--- src/rtl/uart_apb_pkg.sv ---
// Shared constants and state type for the UART command-frame to APB3 bridge.
package uart_apb_pkg;

  // Command bytes that open a frame
  localparam logic [7:0] CMD_WRITE = 8'h57;
  localparam logic [7:0] CMD_READ  = 8'h52;

  // Status bytes returned to the host
  localparam logic [7:0] ST_OK     = 8'h4B;
  localparam logic [7:0] ST_ERR    = 8'h45;
  localparam logic [7:0] ST_BADCMD = 8'h3F;

  typedef enum logic [2:0] {
    IDLE,
    ADDR,
    WDATA,
    SETUP,
    ACCESS,
    RESP
  } state_e;

endpackage

--- src/rtl/uart_apb_master.sv ---
// Bridge that decodes UART command frames into single APB3 transfers and
// streams a status byte (plus read data for reads) back to the transmitter.
module uart_apb_master
  import uart_apb_pkg::*;
#(
  parameter int TIMEOUT_CYCLES = 1_000_000
) (
  input  logic        PCLK,
  input  logic        PRESETN,
  input  logic [7:0]  rx_data,
  input  logic        rx_valid,
  output logic        rx_ready,
  output logic [7:0]  tx_data,
  output logic        tx_valid,
  input  logic        tx_ready,
  output logic [31:0] PADDR,
  output logic        PSEL,
  output logic        PENABLE,
  output logic        PWRITE,
  output logic [31:0] PWDATA,
  input  logic [31:0] PRDATA,
  input  logic        PREADY,
  input  logic        PSLVERR,
  output logic        busy,
  output logic        frame_err
);

  // A zero timeout still needs a one-bit counter so the declarations stay legal.
  localparam int TW = (TIMEOUT_CYCLES > 0) ? $clog2(TIMEOUT_CYCLES + 1) : 1;

  state_e         state_q, state_d;
  logic [1:0]     cnt_q, cnt_d;
  logic [31:0]    addr_q, addr_d;
  logic [31:0]    data_q, data_d;        // write data, then reused as read-data shifter
  logic [TW-1:0]  tmo_q, tmo_d;
  logic           write_q, write_d;
  logic           read_q, read_d;        // only reads have a 4-byte data tail
  logic           stat_sent_q, stat_sent_d;
  logic           rx_ready_q, rx_ready_d;
  logic           tx_valid_q, tx_valid_d;
  logic [7:0]     tx_data_q, tx_data_d;
  logic           frame_err_q, frame_err_d;

  logic           rx_acc;
  logic           tmo_hit;

  assign rx_acc  = rx_valid && rx_ready_q;
  assign tmo_hit = (TIMEOUT_CYCLES != 0) &&
                   ((32'(tmo_q) + 32'd1) == 32'(TIMEOUT_CYCLES));

  assign rx_ready  = rx_ready_q;
  assign tx_valid  = tx_valid_q;
  assign tx_data   = tx_data_q;
  assign PADDR     = addr_q;
  assign PWDATA    = data_q;
  assign PWRITE    = write_q;
  assign PSEL      = (state_q == SETUP) || (state_q == ACCESS);
  assign PENABLE   = (state_q == ACCESS);
  assign busy      = (state_q != IDLE);
  assign frame_err = frame_err_q;

  // Next-state and datapath: frame parsing, APB sequencing, response streaming.
  always_comb begin
    state_d     = state_q;
    cnt_d       = cnt_q;
    addr_d      = addr_q;
    data_d      = data_q;
    tmo_d       = tmo_q;
    write_d     = write_q;
    read_d      = read_q;
    stat_sent_d = stat_sent_q;
    tx_valid_d  = tx_valid_q;
    tx_data_d   = tx_data_q;
    frame_err_d = 1'b0;

    case (state_q)
      IDLE: begin
        if (rx_acc) begin
          cnt_d       = 2'd0;
          tmo_d       = '0;
          stat_sent_d = 1'b0;
          write_d     = (rx_data == CMD_WRITE);
          read_d      = (rx_data == CMD_READ);
          if ((rx_data == CMD_WRITE) || (rx_data == CMD_READ)) begin
            state_d = ADDR;
          end else begin
            // Unknown command: answer with a single marker byte.
            frame_err_d = 1'b1;
            tx_valid_d  = 1'b1;
            tx_data_d   = ST_BADCMD;
            state_d     = RESP;
          end
        end
      end

      ADDR, WDATA: begin
        // An arriving byte takes priority over a timeout in the same cycle.
        if (rx_acc) begin
          tmo_d = '0;
          cnt_d = cnt_q + 2'd1;
          if (state_q == ADDR) addr_d = {addr_q[23:0], rx_data};
          else                 data_d = {data_q[23:0], rx_data};
          if (cnt_q == 2'd3) begin
            if (state_q == ADDR && write_q) state_d = WDATA;
            else                            state_d = SETUP;
          end
        end else if (tmo_hit) begin
          frame_err_d = 1'b1;
          tmo_d       = '0;
          state_d     = IDLE;
        end else begin
          tmo_d = tmo_q + TW'(1);
        end
      end

      SETUP: state_d = ACCESS;

      ACCESS: begin
        if (PREADY) begin
          if (read_q) data_d = PRDATA;
          tx_data_d   = PSLVERR ? ST_ERR : ST_OK;
          tx_valid_d  = 1'b1;
          stat_sent_d = 1'b0;
          cnt_d       = 2'd0;
          state_d     = RESP;
        end
      end

      RESP: begin
        if (tx_valid_q) begin
          if (tx_ready) begin
            tx_valid_d = 1'b0;
            if (!read_q || (stat_sent_q && cnt_q == 2'd3)) begin
              stat_sent_d = 1'b0;
              state_d     = IDLE;
            end else if (!stat_sent_q) begin
              stat_sent_d = 1'b1;
              cnt_d       = 2'd0;
            end else begin
              cnt_d = cnt_q + 2'd1;
            end
          end
        end else begin
          // Gap cycle after an accepted byte: present the next read-data byte.
          tx_valid_d = 1'b1;
          tx_data_d  = data_q[31:24];
          data_d     = {data_q[23:0], 8'h00};
        end
      end

      default: state_d = IDLE;
    endcase
  end

  // Registered rx_ready follows the upcoming state, so it stays low during reset.
  always_comb begin
    rx_ready_d = (state_d == IDLE) || (state_d == ADDR) || (state_d == WDATA);
  end

  // State and datapath registers with asynchronous active-low reset.
  always_ff @(posedge PCLK or negedge PRESETN) begin
    if (!PRESETN) begin
      state_q     <= IDLE;
      cnt_q       <= 2'd0;
      addr_q      <= 32'd0;
      data_q      <= 32'd0;
      tmo_q       <= '0;
      write_q     <= 1'b0;
      read_q      <= 1'b0;
      stat_sent_q <= 1'b0;
      rx_ready_q  <= 1'b0;
      tx_valid_q  <= 1'b0;
      tx_data_q   <= 8'h00;
      frame_err_q <= 1'b0;
    end else begin
      state_q     <= state_d;
      cnt_q       <= cnt_d;
      addr_q      <= addr_d;
      data_q      <= data_d;
      tmo_q       <= tmo_d;
      write_q     <= write_d;
      read_q      <= read_d;
      stat_sent_q <= stat_sent_d;
      rx_ready_q  <= rx_ready_d;
      tx_valid_q  <= tx_valid_d;
      tx_data_q   <= tx_data_d;
      frame_err_q <= frame_err_d;
    end
  end

endmodule

--- config.mk ---
export PLATFORM = sky130hd
export DESIGN_NAME = uart_apb_master
export DESIGN_NICKNAME = d
export VERILOG_FILES = /design/src/rtl/uart_apb_pkg.sv /design/src/rtl/uart_apb_master.sv
export SDC_FILE = /design/constraint.sdc
export NUM_CORES = 1
export LEC_CHECK = 0
export ABC_CLOCK_PERIOD_IN_PS = 3200
export CORE_AREA = 2 2 116 118
export DETAILED_ROUTE_END_ITERATION = 12
export DIE_AREA = 0 0 118 120
export DONT_BUFFER_PORTS = 1
export HOLD_SLACK_MARGIN = 0.12
export PLACE_DENSITY = 0.63
export SLEW_MARGIN = 10
export SYNTH_ARGS = -nofsm -noshare
export SYNTH_HDL_FRONTEND = slang
export SYNTH_SLANG_ARGS = --single-unit
--- constraint.sdc ---
create_clock -name PCLK -period 3.2 [get_ports PCLK]
set_clock_uncertainty 0.15 [all_clocks]
set_input_delay 0.48 -clock PCLK [delete_from_list [all_inputs] [get_ports PCLK]]
set_output_delay 0.48 -clock PCLK [all_outputs]
set_load 0.02 [all_outputs]
==> results.py, run 1 <==
metrics = {
    "critical_path": {
        "rr_endpoint": "tmo_q[19]",
        "start_kind": "flip-flop",
        "critPathKind": "reg2reg",
        "worst_path_largest_cell_delay_ns": 0.46,
        "critical_path.max_fanout": 9,
        "cp_slowest_cell": "dfrtp_1",
        "r2r_setup_slack_ns": 0.22,
        "arrival_ns": 3.06,
        "r2r-start": "tmo_q[0]",
        "path_cells": "ha_1, and4_4, nand3_2, or3_1, a221oi_2, and4_1, nor2_4, a221o_1",
        "path_delay_family": "simple AND/OR/NAND/NOR gates",
        "path_buf_inv": 0,
        "r2r_cells": 8,
        "end_kind": "flip-flop",
        "required_ns": 3.28,
    },
    "timing": {
        "finalMaxSlewViolations": 0,
        "finalWorstSetupSlack_ns": 0.225,
        "setup_viol": 0,
        "hold_viol": 0,
        "holdWs_ns": 0.138,
        "fin_crit_ns": 2.98,
        "fin_crit_sh_pct": 93.0,
        "rsz0062_at_grt": "no",
        "worstMarginPinSlew_ns": 0.695,
        "final.setup.tns_ns": 0,
        "max_slew_margin_pct": 53.6,
        "fmax_ghz": 0.336,
    },
    "drt": {
        "drt_iter0_drc": 275,
        "drcViolationCount": 0,
        "totalWireLength_um": 11800,
        "ant_nets": 0,
        "dr_total_vias": 3745,
        "wl_per_cell_um": 17.4,
        "vias_per_cell": 5.52,
        "first_pass_iters": 5,
    },
    "logic_synthesis": {
        "ys_types": 53,
        "ys_warn_count": 0,
        "yosysSeqAreaShare_pct": 50.7,
        "synth_top_flop_cell": "dfrtp_1",
        "ys_ff_latch": 103,
        "syn_nets": 553,
        "syn_area_um2": 5090,
        "syn_avg_cell_area_um2": 10.1,
        "synth_enable_flop_cells": 0,
        "async_flop_share_pct": 100,
        "synthCells": 505,
    },
    "power": {
        "powerDensity_nw_per_um2": 954,
        "leakage_nw": 2.35,
        "ir_worst_vdd_mv": 0.540,
        "power_mw": 5.37,
    },
    "global_routing": {
        "antenna_found_initial": 0,
        "grt_max_degree": 104,
        "grt_pass1_vias": 3696,
        "grt_pass1_wl_um": 19700,
        "grt_overflow_total": 0,
        "track_usage_pct": 17.2,
    },
    "placed_design": {
        "place_area_um2": 5260,
        "hpwl_um": 8420,
        "portBuffers": 0,
        "dp.cells": 659,
        "dp_slack_ns": 0.242,
        "gp_congestion": 0.876,
    },
    "cts": {
        "cts_buffer_depth": 2,
        "cts_buffers": 9,
        "insertion_delay_ns": 0.34,
        "htree_num_levels": 3,
        "root_buffer": "clkbuf_16",
        "clkSinkCount": 103,
        "cts_tree": "done",
        "clk_pin_slew_worst_paths_ns": 0.07,
    },
    "worst_hold_path": {
        "whs_endpoint": "PADDR[1]",
        "hp-start": "rx_data[1]",
        "hold_path_class": "in2reg",
        "hold_depth": 1,
    },
    "run": {
        "maxCapViolCount": 0,
    },
    "finish": {
        "n_antenna_cell": 0,
        "final_design_area_no_fill_um2": 5630,
        "final_net_count": 545,
        "final_cell_mix": "dfrtp_1 (103), nand2_1 (72), o21ai_0 (56)",
        "layout_commonest_cell": "dfrtp_1",
        "drive_above_1_share_pct": 14.5,
        "synthToLayoutAreaGrowth_pct": 10.6,
        "stdcell_count": 678,
        "utilization_pct": 43.3,
    },
    "floorplanning": {
        "row_count": 42,
        "dieArea_um2": 14200,
        "die_w_um": 118,
        "die_h_um": 120,
        "ios": 125,
        "core_area_um2": 13000,
        "start_util_pct": 39.2,
    },
    "run_status": {
        "outcome": "finished, final reports clean",
    },
}
-- power by group --
| part | switching, mW | total [mW] | internal (mW) |
|---|---|---|---|
| logic | 0.799 | 1.42 | 0.618 |
| clock network | 0.490 | 1.15 | 0.656 |
| registers | 1.04 | 2.81 | 1.77 |
| total | 2.33 | 5.37 | 3.04 |
-- kinds of logic after synthesis --
logic type               Yosys count  synth area share [%]
XOR/XNOR                           6                  1.03
adder cells (fa/ha/maj)            2                 0.492
buffers and inverters             36                  2.95
AND/OR/NAND/NOR                  188                  18.9
AO/OA/AOI/OAI                    112                  13.8
flip-flops                       103                  50.7
multiplexers                      58                  12.2
-- per-layer routing --
metal / GRT usage, % / part of all wire (%)
met1: 21.8 / 43
met2: 28.3 / 49
met3: 5.13 / 7.2
met4: 5.87 / 1.4
met5: 0 / 0
-- cell usage after synthesis (7+ instances only) --
cell | n | area share [%]
dfrtp_1 | 103 | 51
nand2_1 | 72 | 5.3
o21ai_0 | 56 | 5.5
mux2_2 | 33 | 7.3
clkbuf_1 | 25 | 1.8
mux2i_1 | 25 | 4.9
nand3_1 | 24 | 2.4
nor2_1 | 24 | 1.8
nor3_1 | 14 | 1.4
a21oi_1 | 11 | 1.1
a22oi_1 | 10 | 1.5
a31oi_1 | 7 | 0.86
or3_1 | 7 | 0.86
-- area by class of cell --
class	count	area [µm²]
clock buffers	11	253
clock inverters	5	63.8
fillers	1277	7350
inverters	6	22.5
multi-input cells	366	2380
flip-flops and latches	103	2580
well taps	176	220
repair buffers	11	108
-- state kept, by name (all words and copies together) (netlist names) --
register	cells
frame_err	1
rx_ready	1
PWRITE	1
stat_sent_q	1
tx_data	8
cnt_q	2
tx_valid	1
read_q	1
state_q	3
PADDR	32
tmo_q	20
PWDATA	32
-- how the worst max path moves through the flow --
stage,depth (start not counted),to,start,slack [ns]
after floorplan,9,tmo_q[19],tmo_q[0],0.59
after global placement,8,tmo_q[19],tmo_q[0],0.32
after detailed placement,8,tmo_q[19],tmo_q[0],0.24
after CTS,8,tmo_q[19],tmo_q[0],0.23
after global routing,8,tmo_q[19],tmo_q[1],0.04
final,8,tmo_q[19],tmo_q[0],0.22
-- timing repair --
| action | CTS | global route |
|---|---|---|
| setup endpoints to repair | 0 | 0 |
| gates resized for setup | 0 | 0 |
| buffers inserted | 0 | 0 |
| endpoints found under the hold margin | 104 | 0 |
| hold buffers | 3 | 0 |
Note: power is estimated with default switching activity, not from simulation.
==> run 2, diff against run 1 <==
- CORE_AREA: 2 2 116 118 -> 2 2 83 165
- DIE_AREA: 0 0 118 120 -> 0 0 85 167
- GPL_ROUTABILITY_DRIVEN: not set -> 0
- PLACE_DENSITY: 0.63 -> 0.62
==> run 2 against run 1 <==
Fmax increased by 0.68%. Largest cell class unchanged. Cell area increased by 0.18%. Sequential power about the same. Worst hold slack worse by 0.0042 ns. Die area increased by 0.25%. Critical path depth did not move. Sequential cell count stayed put. Non-clock buffer count is 4 higher.
==> results.py, run 2 (synthesis results as in run 1) <==
metrics = {
    "run_status": {
        "outcome": "finished, final reports clean",
    },
    "finish": {
        "final_cell_mix": "dfrtp_1 (103), nand2_1 (72), o21ai_0 (56)",
        "utilization_pct": 43.6,
        "final_net_count": 549,
        "final_design_area_no_fill_um2": 5640,
        "drive_above_1_share_pct": 14.6,
        "layout_commonest_cell": "dfrtp_1",
        "n_antenna_cell": 0,
        "synthToLayoutAreaGrowth_pct": 10.8,
    },
    "timing": {
        "worstMarginPinSlew_ns": 0.685,
        "fin_crit_sh_pct": 92.3,
        "fmax_ghz": 0.338,
        "rsz0062_at_grt": "no",
        "max_slew_margin_pct": 54.4,
        "fin_crit_ns": 2.96,
        "hold_viol": 0,
        "setup_viol": 0,
        "finalMaxSlewViolations": 0,
        "final.setup.tns_ns": 0,
    },
    "critical_path": {
        "end_kind": "flip-flop",
        "arrival_ns": 3.03,
        "cp_slowest_cell": "dfrtp_1",
        "rr_endpoint": "tmo_q[19]",
        "startpoint": "tmo_q[1]",
        "required_ns": 3.28,
        "path_cells": "ha_1, and4_4, nand3_2, or3_1, a221oi_2, and4_2, nor2_4, a221o_1",
        "worst_path_largest_cell_delay_ns": 0.46,
        "r2r-start": "tmo_q[1]",
        "critical_path.max_fanout": 9,
        "r2r_setup_slack_ns": 0.24,
        "critPathKind": "reg2reg",
        "r2r_cells": 8,
        "start_kind": "flip-flop",
    },
    "drt": {
        "dr_total_vias": 3838,
        "met2_length_um": 7150,
        "met1_length_um": 4570,
        "totalWireLength_um": 12900,
        "vias_per_cell": 5.83,
        "topRoutingLayerUsed": "met4",
        "wl_per_cell_um": 19.7,
        "first_pass_iters": 4,
        "wl_met3_um": 776,
        "drcViolationCount": 0,
        "drt_iter0_drc": 323,
        "ant_nets": 0,
    },
    "global_routing": {
        "grt_pass1_vias": 3971,
        "track_usage_pct": 18.7,
        "grt_max_degree": 104,
        "grt_overflow_total": 0,
        "antenna_found_initial": 0,
        "grt_pass1_wl_um": 21100,
    },
    "cts": {
        "cts_buffer_depth": 2,
        "insertion_delay_ns": 0.35,
        "post_cts_buffers": 0,
        "cts_tree": "done",
        "htree_num_levels": 3,
        "root_buffer": "clkbuf_16",
        "clkSinkCount": 103,
        "clk_pin_slew_worst_paths_ns": 0.07,
        "cts_buffers": 9,
    },
    "floorplanning": {
        "dieArea_um2": 14200,
        "start_util_pct": 39.4,
        "row_count": 59,
        "die_h_um": 167,
        "core_area_um2": 12900,
        "die_w_um": 85,
        "ios": 125,
    },
    "worst_hold_path": {
        "hp-start": "rx_data[2]",
        "hold_depth": 1,
        "whs_endpoint": "PADDR[2]",
        "hold_path_class": "in2reg",
    },
    "power": {
        "p_clk_share_pct": 21.3,
        "p_int_mw": 3.00,
        "p_switching_mw": 2.38,
        "seq_power_share_pct": 51.8,
        "switching_share_pct": 44.2,
        "leakage_nw": 2.37,
        "ir_worst_vdd_mv": 0.555,
        "powerDensity_nw_per_um2": 955,
        "p_comb_share_pct": 26.9,
    },
    "placed_design": {
        "portBuffers": 0,
        "place_area_um2": 5230,
        "hpwl_um": 9470,
    },
    "run": {
        "maxCapViolCount": 0,
    },
}
run 2: cell types whose count changed in the layout (fill, tap and decap cells not counted):
| cell | change |
|---|---|
| dlygate4sd3_1 | +4 |
| clkbuf_8 | -2 |
| clkinv_4 | +2 |
| and4_1 | -1 |
| and4_2 | +1 |
| clkinv_8 | +1 |
| clkinvlp_4 | -1 |
run 2: what timing repair did:
| item | 4_1_cts | 5_1_grt |
|---|---|---|
| setup endpoints to repair | 0 | 2 |
| endpoints found under the hold margin | 107 | 1 |
| resized for setup | 0 | 1 |
| hold buffers | 6 | 1 |
run 2: layout make-up:
cell class              count  area, µm²
clock inverters             7       90.1
repair buffers             15        148
multi-input cells         366       2380
well taps                 152        190
fillers                  1212       7280
clock buffers               9        225
flip-flops and latches    103       2580
inverters                   6       22.5
run 2: worst max-delay path, delay by kind of cell, from the launching register on:
family	cells	cell delay (ns)
adder cells (fa/ha/maj)	1	0.32
AND/OR/NAND/NOR	5	1.29
flip-flops	1	0.46
AO/OA/AOI/OAI	2	0.62
run 2: per-stage QoR:
stage | setup WS (ns) | std cells | total power, mW | hold slack [ns]
2_1_floorplan | 0.593 | 505 | 3.77 | 0.0344
3_3_place_gp | 0.310 | 635 | 4.19 | 0.0397
3_5_place_dp | 0.207 | 635 | 4.25 | 0.0401
4_1_cts | 0.183 | 657 | 5.44 | 0.122
5_1_grt | 0.0909 | 658 | 5.72 | 0.124
6_report | 0.245 | 658 | 5.38 | 0.134
run 2: how the worst max path moves through the flow:
stage,end,cells after the start
after global routing,tmo_q[19],8
after detailed placement,tmo_q[19],8
after floorplan,tmo_q[19],9
after global placement,tmo_q[19],8
after CTS,tmo_q[19],8
final,tmo_q[19],8
run 2: layer usage:
layer,vias to the layer above,GRT usage [%]
li1,1818,-
met3,25,4.96
met2,136,34.1
met5,-,0
met1,1859,19.4
met4,0,8.76
run 2: power groups by stage:
stage                     clock network (mW)  registers, mW  logic, mW
after floorplan                            0           2.61       1.16
after detailed placement                   0           2.83       1.42
after CTS                               1.18           2.81       1.46
after global placement                     0           2.81       1.37
after global routing                    1.23           2.86       1.63
final                                   1.14           2.79       1.45
==> run 3, diff against run 2 <==
- ABC_AREA: not set -> 1
- CORE_AREA: 2 2 83 165 -> 2 2 84 167
- DIE_AREA: 0 0 85 167 -> 0 0 86 169
==> run 3 against run 2 <==
Area after synthesis grew 2.3%. Via count is 3.6% higher. Utilization shrank 1.2 points. Fmax is 30% higher. Synthesized cell count up 18%. Cell area is essentially flat. Critical path depth up 1. Cell count increased by 14%. Combinational power grew 50%. Non-clock buffer count shrank 10.
==> results.py, run 3 <==
metrics = {
    "run_status": {
        "outcome": "finished, final reports clean",
    },
    "critical_path": {
        "startpoint": "state_q[1]",
        "start_kind": "flip-flop",
        "required_ns": 3.31,
        "critPathKind": "reg2reg",
        "arrival_ns": 2.38,
        "end_kind": "flip-flop",
        "rr_endpoint": "PWDATA[29]",
        "r2r_cells": 9,
        "r2r_setup_slack_ns": 0.93,
        "critical_path.max_fanout": 64,
        "r2r-start": "state_q[1]",
    },
    "timing": {
        "finalMaxSlewViolations": 0,
        "worstMarginPinSlew_ns": 0.637,
        "finalWorstSetupSlack_ns": 0.933,
        "setup_viol": 0,
        "rsz0062_at_grt": "no",
        "hold_viol": 0,
        "fin_crit_sh_pct": 70.8,
        "final.setup.tns_ns": 0,
        "fin_crit_ns": 2.27,
        "fmax_ghz": 0.441,
        "max_slew_margin_pct": 57.5,
    },
    "finish": {
        "drive_above_1_share_pct": 16.6,
        "final_cell_mix": "nand2_1 (164), dfrtp_1 (103), nor2_1 (58)",
        "n_antenna_cell": 0,
        "final_net_count": 639,
        "synthToLayoutAreaGrowth_pct": 8.42,
        "final_design_area_no_fill_um2": 5640,
        "utilization_pct": 42.4,
        "stdcell_count": 751,
        "layout_commonest_cell": "nand2_1",
        "nFillCells": 1315,
    },
    "global_routing": {
        "grt_overflow_total": 0,
        "grt_pass1_wl_um": 20100,
        "track_usage_pct": 17.3,
        "grt_max_degree": 104,
        "antenna_found_initial": 0,
        "grt_pass1_vias": 3984,
    },
    "logic_synthesis": {
        "async_flop_share_pct": 100,
        "syn_area_um2": 5200,
        "synth_top_area_share_pct": 49.6,
        "ys_ff_latch": 103,
        "yosys-top-cells-count": "nand2_1 (164), dfrtp_1 (103), nor2_1 (58), inv_1 (49), o21ai_0 (27)",
        "yosysMostFrequentCell": "nand2_1",
        "syn_nets": 643,
        "synthCells": 595,
        "ys_warn_count": 0,
        "yosysSeqAreaShare_pct": 49.6,
        "synth_enable_flop_cells": 0,
        "syn_avg_cell_area_um2": 8.74,
        "ys_types": 42,
        "yosysTopAreaCell": "dfrtp_1",
        "ys_top_cells_by_area": "dfrtp_1 (50%), nand2_1 (12%), mux2_2 (5.4%), nor2_1 (4.2%), inv_1 (3.5%)",
        "synth_top_flop_cell": "dfrtp_1",
    },
    "cts": {
        "cts_buffers": 9,
        "cts_buffer_depth": 2,
        "insertion_delay_ns": 0.34,
        "root_buffer": "clkbuf_16",
        "htree_num_levels": 3,
        "clk_pin_slew_worst_paths_ns": 0.07,
        "post_cts_resized": 0,
        "cts_tree": "done",
        "clkSinkCount": 103,
    },
    "drt": {
        "wl_per_cell_um": 16.3,
        "drt_iter0_drc": 219,
        "drcViolationCount": 0,
        "ant_nets": 0,
        "vias_per_cell": 5.29,
        "dr_total_vias": 3975,
        "first_pass_iters": 4,
        "totalWireLength_um": 12200,
    },
    "power": {
        "powerDensity_nw_per_um2": 1120,
        "ir_worst_vdd_mv": 0.530,
        "leakage_nw": 2.51,
    },
    "placed_design": {
        "place_area_um2": 5290,
        "dp_slack_ns": 0.932,
        "hpwl_um": 9090,
        "portBuffers": 0,
        "dp.cells": 733,
    },
    "floorplanning": {
        "core_area_um2": 13300,
        "row_count": 60,
        "dieArea_um2": 14500,
        "ios": 125,
        "die_w_um": 86,
        "start_util_pct": 39.1,
        "die_h_um": 169,
    },
    "worst_hold_path": {
        "whs_endpoint": "PWDATA[6]",
        "hp-start": "PRDATA[6]",
        "hold_depth": 2,
        "hold_path_class": "in2reg",
    },
    "run": {
        "maxCapViolCount": 0,
    },
}
-- run 3: cell count changes after synthesis, sizes merged, moves of 8 or more --
cell,delta
nor2,+51
nor3,-8
clkbuf,-16
a22oi,-10
or3,-8
mux2i,-25
o21ai,-20
mux2,-8
a31oi,+22
inv,+49
nand2,+102
-- run 3: how the worst max path moves through the flow --
stage | end | slack [ns] | depth (start not counted)
floorplan | state_q[0] | 1.32 | 11
global placement | PWDATA[29] | 0.93 | 8
detailed placement | PWDATA[29] | 0.93 | 9
CTS | PWDATA[29] | 0.92 | 9
global route | PWDATA[29] | 0.71 | 9
finish | PWDATA[29] | 0.93 | 9
-- run 3: cells by family after synthesis --
family                   synth area share, %
AND/OR/NAND/NOR                         24.9
flip-flops                              49.6
AO/OA/AOI/OAI                           12.8
buffers and inverters                   6.54
multiplexers                            5.41
XOR/XNOR                               0.337
adder cells (fa/ha/maj)                0.481
-- run 3: power by group --
| part | switching, mW | internal, mW |
|---|---|---|
| Combinational | 1.40 | 0.783 |
| Sequential | 1.08 | 1.87 |
| Clock | 0.471 | 0.688 |
| Total | 2.96 | 3.34 |
-- run 3: cell type report --
cell class	count	area, µm²	area share (%)
Timing Repair Buffer	5	60.1	1.07
Multi-Input combinational cell	417	2280	40.5
Clock buffer	11	233	4.13
Sequential cell	103	2580	45.7
Clock inverter	5	82.6	1.46
Tap cell	155	194	3.44
Inverter	55	209	3.71
-- run 3: routing by layer --
metal / up-vias / part of all wire, % / track usage, %
met5: - / 0 / 0
met4: 0 / 1.6 / 5.45
met3: 20 / 10 / 7.07
met2: 150 / 46 / 26.9
met1: 1850 / 42 / 21.8
li1: 1955 / - / -
-- run 3: repair_timing --
item / 4_1_cts / 5_1_grt
hold buffers: 2 / 0
hold endpoints to repair: 103 / 0
setup buffers: 0 / 0
-- run 3: stage by stage --
| stage | hold slack (ns) | total power [mW] |
|---|---|---|
| CTS | 0.127 | 6.37 |
| detailed placement | 0.0387 | 5.17 |
| global route | 0.121 | 6.79 |
| finish | 0.131 | 6.30 |
| global placement | 0.0382 | 5.12 |
| floorplan | 0.0344 | 4.73 |
-- run 3: critical path, stage by stage, from the launching register on --
cell and delay (ns):
dfrtp_1 0.45, nor2_1 0.16, inv_2 0.08, nand2_2 0.16
nor2_4 0.11, nor3_2 0.20, nand2_2 0.08, inv_4 0.46
o211ai_2 0.21, o21ai_2 0.09
